**src/rtl/config_write_scheduler.sv**
```systemverilog
// Stages host config writes in a commit-gated FIFO and drains the committed
// batch into config_mem one entry per cycle once frame_sync opens the safe window.
module config_write_scheduler #(
  parameter int DEPTH = 16,
  parameter int AW    = 8,
  parameter int DW    = 32
) (
  input  logic                   clk,
  input  logic                   reset_n,
  input  logic [DW-1:0]          host_data,
  input  logic [AW-1:0]          host_addr,
  input  logic                   host_valid,
  output logic                   host_ready,
  input  logic                   host_commit,
  input  logic                   frame_sync,
  output logic [DW-1:0]          config_data,
  output logic [AW-1:0]          config_addr,
  output logic                   config_wren,
  output logic [$clog2(DEPTH):0] pending,
  output logic                   busy,
  output logic                   late
);

  localparam int PW = $clog2(DEPTH);
  localparam logic [PW:0] ZERO_P     = {(PW+1){1'b0}};
  localparam logic [PW:0] ONE_P      = {{PW{1'b0}}, 1'b1};
  localparam logic [PW:0] FULL_COUNT = (PW+1)'(DEPTH);

  typedef enum logic [0:0] {
    ST_IDLE  = 1'b0,
    ST_DRAIN = 1'b1
  } state_t;

  state_t      state_r, state_nxt_s;
  logic [PW:0] wr_ptr_r, cm_ptr_r, rd_ptr_r;
  logic [PW:0] rem_r, rem_nxt_s;
  logic [PW:0] committed_s;
  logic        push_s, pop_s, late_set_s;

  logic [AW-1:0] addr_mem_r [DEPTH];
  logic [DW-1:0] data_mem_r [DEPTH];

  // Pointer differences carry the wrap bit, so full and empty never alias.
  assign pending     = wr_ptr_r - rd_ptr_r;
  assign committed_s = cm_ptr_r - rd_ptr_r;
  assign host_ready  = (pending < FULL_COUNT);
  assign push_s      = host_valid & host_ready;
  assign busy        = (state_r == ST_DRAIN);

  // Drain sequencing: the first pop happens on the frame_sync edge itself,
  // rem_r counts the pops still owed after that one.
  always_comb begin
    state_nxt_s = state_r;
    rem_nxt_s   = rem_r;
    pop_s       = 1'b0;
    late_set_s  = 1'b0;
    case (state_r)
      ST_IDLE: begin
        if (frame_sync && (committed_s != ZERO_P)) begin
          state_nxt_s = ST_DRAIN;
          rem_nxt_s   = committed_s - ONE_P;
          pop_s       = 1'b1;
        end else begin
          state_nxt_s = ST_IDLE;
        end
      end
      ST_DRAIN: begin
        late_set_s = frame_sync;
        if (rem_r != ZERO_P) begin
          pop_s     = 1'b1;
          rem_nxt_s = rem_r - ONE_P;
        end else begin
          state_nxt_s = ST_IDLE;
        end
      end
      default: begin
        state_nxt_s = ST_IDLE;
        rem_nxt_s   = ZERO_P;
      end
    endcase
  end

  // FIFO pointers, FSM state and sticky late flag.
  always_ff @(posedge clk or negedge reset_n) begin
    if (!reset_n) begin
      wr_ptr_r <= ZERO_P;
      cm_ptr_r <= ZERO_P;
      rd_ptr_r <= ZERO_P;
      rem_r    <= ZERO_P;
      state_r  <= ST_IDLE;
      late     <= 1'b0;
    end else begin
      if (push_s) begin
        wr_ptr_r <= wr_ptr_r + ONE_P;
      end
      // A same-cycle push joins the commit; with nothing uncommitted this is a no-op.
      if (host_commit) begin
        cm_ptr_r <= wr_ptr_r + (push_s ? ONE_P : ZERO_P);
      end
      if (pop_s) begin
        rd_ptr_r <= rd_ptr_r + ONE_P;
      end
      rem_r   <= rem_nxt_s;
      state_r <= state_nxt_s;
      late    <= late | late_set_s;
    end
  end

  // Staging storage; contents are meaningless outside the pointer window.
  always_ff @(posedge clk) begin
    if (push_s) begin
      addr_mem_r[wr_ptr_r[PW-1:0]] <= host_addr;
      data_mem_r[wr_ptr_r[PW-1:0]] <= host_data;
    end
  end

  // Registered config_mem port; address/data hold between strobes.
  always_ff @(posedge clk or negedge reset_n) begin
    if (!reset_n) begin
      config_wren <= 1'b0;
      config_addr <= {AW{1'b0}};
      config_data <= {DW{1'b0}};
    end else begin
      config_wren <= pop_s;
      if (pop_s) begin
        config_addr <= addr_mem_r[rd_ptr_r[PW-1:0]];
        config_data <= data_mem_r[rd_ptr_r[PW-1:0]];
      end
    end
  end

endmodule

```
**config.mk**
```make
export PLATFORM = sky130hd
export DESIGN_NAME = config_write_scheduler
export DESIGN_NICKNAME = d
export VERILOG_FILES = /design/src/rtl/config_write_scheduler.sv
export SDC_FILE = /design/constraint.sdc
export NUM_CORES = 1
export LEC_CHECK = 0
export CORE_UTILIZATION = 55
export DETAILED_ROUTE_END_ITERATION = 10
export DONT_BUFFER_PORTS = 1
export HOLD_SLACK_MARGIN = 0.05
export PLACE_DENSITY_LB_ADDON = 0.3
export SYNTH_ARGS = -nofsm -noshare
export SYNTH_HDL_FRONTEND = slang
export SYNTH_SLANG_ARGS = --single-unit
```
**constraint.sdc**
```tcl
create_clock -name clk -period 5.1 [get_ports clk]
set_input_delay 0.51 -clock clk [delete_from_list [all_inputs] [get_ports clk]]
set_output_delay 0.51 -clock clk [all_outputs]
set_load 0.005 [all_outputs]
```
==> key figures <==
Synth
  – Synth Warn #: 0
  – Top-count cell post-synth: edfxtp_1
  – Mux share of post-synthesis cell area: 0.1325
  – Number of synthesized flops with an enable pin: 640
  – Synthesized area per cell: 18.81 sq um
  – Syn_nets: 1,519
  – Post-Syn Instances: 1,456
  – Top FF cell, synth: edfxtp_1
  – Synth Area in Adders: 0.008772
  – Top cells by area, synth: edfxtp_1, mux4_2, dfrtp_1
  – XOR/XNOR share of the synthesized area: 0.006716
  – Largest family of logic cells by synthesized area: multiplexers
  – Commonest cells post-synth: edfxtp_1, nand2_1, mux4_2
  – Post-synthesis cell type count: 43
  – Share of the synthesized area in the top cell type: 0.7017
  – Post-synthesis simple-gate area fraction: 0.04651
  – Synth area leader: edfxtp_1
  – Compound-cell area share of the yosys netlist: 0.02892
  – Synth async-reset ratio: 0.08832
  – Sequential element share of the synthesized area: 0.7584
  – Number of synthesized register bits: 702
  – Post-Syn Area: 0.02739 sq mm

CTS
  – Clock Pin Slew Worst Setup and Hold Paths: ~60 ps
  – CTS tree: done
  – # hold bufs at CTS: 44
  – Number of CTS-inserted buffers: 71
  – Clock sink total: about 700
  – PostCTS Resize Cnt: 0
  – Post-CTS setup buffers: 0
  – H-tree depth: 3
  – Root Buffer: clkbuf_16
  – Clock Tree Buf Depth: 3
  – Clk_lat worst skew: 600 ps

Global routing
  – Initial antenna violation count: 9
  – First-pass GRT wire length: roughly 94,000 um
  – Largest net degree at the start of global routing: 103
  – GRT overflow: 0
  – Vias in the first global route: 14,130
  – Total track usage: 0.2624

Routing
  – Vias per Instance: 6.110
  – Vias: around 14,000
  – Met3 WL post-DR: 6898 um
  – WL/cell: 28.10 um
  – Final WL: 63,370 um
  – # DRC: 0
  – Max Used Layer: met5
  – Wire length on met1: 25,280 um
  – Iteration count of the initial detailed-routing pass: 6
  – Remaining antenna violation count after routing: 0
  – Initial DRC count: between 1,500 and 2,000
  – Metal2 WL: 29,800 um

Floorplanning
  – Die Width: about 230 um
  – Row Count: 81
  – Die area: 0.05069 sq mm
  – Core Area: between 0.04 and 0.05 sq mm
  – Starting Density: 0.5583
  – Die H: 225.2 um
  – Ports placed on the boundary: 94

Critical path
  – CP required: 5360 ps
  – Crit-path max cell delay: 940 ps
  – Cell Chain, Critical Path: fa_1, nor2b_1, o21ai_0, a21oi_1, and3b_1, and3_2, buf_4
  – Arrival time at the worst endpoint: between 4000 and 5000 ps
  – Crit path max-delay family: simple AND/OR/NAND/NOR gates
  – Crit path buf inv count: 1
  – Flop2flop setup slack: 1340 ps
  – Worst-path maximum fanout: 52
  – CP endpoint kind: register
  – CP max-delay cell: dfrtp_4
  – Element type at the critical path start: register
  – Crit Path Class: register to register

Min path
  – Worst Hold Class: input pin to register

Cells and area
  – Layout cell share with drive strength beyond 1: 0.2090
  – Synthesis-to-layout area growth: 13.47%
  – Design area: 0.03108 sq mm
  – Net count, final: 1,588

Placed design
  – HPWL Detailed: 37,520 um
  – GPL Wtd Cong: 0.8076
  – Area after DPL: 0.02817 sq mm
  – Port bufs: 0

STA
  – RSZ-0062 raised after global routing: false
  – Setup_tns: 0 ps
  – Worst Max-Slew Pin Slew: 1066 ps
  – Final setup vio count: 0
  – Final Slew Violations: 0
  – Tmin final: 3759 ps
  – Worst rel slew slack: 0.2891
  – Post-route clock period utilization: 0.7370
  – Final Hold Vio Count: 0
  – Clk_skew: 23.00 ps
  – Maximum clock frequency: 266.1 MHz

Power and ir drop
  – Leakage power: 10.35 nW
  – PD cells: roughly 580 mW/mm^2
  – Max VDD drop: 0.3260 mV
  – Final Power: 18.09 mW

Job
  – Maxcap violations: 0

Run status
  – Status: finished clean
==> sequential cells by signal (all words and copies together) (netlist names) <==
signal / flops
data_mem_r: 512
addr_mem_r: 128
config_data: 32
config_addr: 8
cm_ptr_r: 5
rd_ptr_r: 5
rem_r: 5
wr_ptr_r: 5
config_wren: 1
late: 1
==> power breakdown <==
group          internal, mW  switching (mW)
clock                  3.24            2.13
sequential             7.04           0.409
combinational          2.11            3.16
==> per-stage QoR <==
step	hold WS [ps]	std cells	setup slack, ps	util
after global placement	216.8	2072	1395	0.5742
after CTS	50.66	2248	1377	0.6332
after floorplan	214.4	1456	691.9	-
final	83.21	2255	1341	0.6336
after global routing	79.99	2253	1090	0.6335
after detailed placement	217.1	2072	1380	0.5742
==> cells by family after synthesis <==
group                    Yosys count
AO/OA/AOI/OAI                    147
AND/OR/NAND/NOR                  310
buffers and inverters             96
XOR/XNOR                          21
flip-flops                       702
multiplexers                     162
adder cells (fa/ha/maj)           18
==> layout make-up <==
class	instances	area, sq um
inverter	15	57.56
clock inverter	34	410.4
tap	664	830.8
multi-input combinational	658	6150
antenna	7	17.52
fill	3359	17970
clock buffer	98	2024
timing repair buffer	77	805.8
sequential	702	20780
==> layout by cell type, fill, tap and decap left out, types with 4 or more instances in the layout <==
cell           count
o21ai_0           39
buf_4             25
nand3_1            4
nand2b_1           4
xnor2_1           12
clkinv_1          12
o21ai_2            8
nand2_1          259
clkbuf_16         76
dlygate4sd3_1     43
clkbuf_8           4
and3_2            15
clkinv_2           7
xor2_1             9
bufinv_16          9
nor2b_1            4
nor2_1            14
mux4_2           160
diode_2            7
dfrtp_1           59
ha_1              16
a21oi_1           91
inv_1             11
clkbuf_1          18
buf_12             8
edfxtp_1         640
==> path summary, 6_finish.rpt <==
kind	startpoint	to	cells past startpoint
worst min-delay path	host_commit	cm_ptr_r[4]$_DFFE_PN0P_	2
worst max register to register	rd_ptr_r[1]$_DFFE_PN0P_	addr_mem_r[4][6]$_DFFE_PP_	7
worst min register to register	late$_DFF_PN0_	late$_DFF_PN0_	1
worst max-delay path	rd_ptr_r[1]$_DFFE_PN0P_	addr_mem_r[4][6]$_DFFE_PP_	7
min in group asynchronous	reset_n	rem_r[4]$_DFFE_PN0P_	2
max in group asynchronous	reset_n	config_data[29]$_DFFE_PN0P_	2
==> routing by layer <==
layer | global-route usage | up-vias
met5 | 0 | -
met4 | 0.08295 | 4
met3 | 0.07327 | 90
met2 | 0.3935 | 693
met1 | 0.3777 | 7131
li1 | - | 5861
Power figures use the tool's default switching activity.
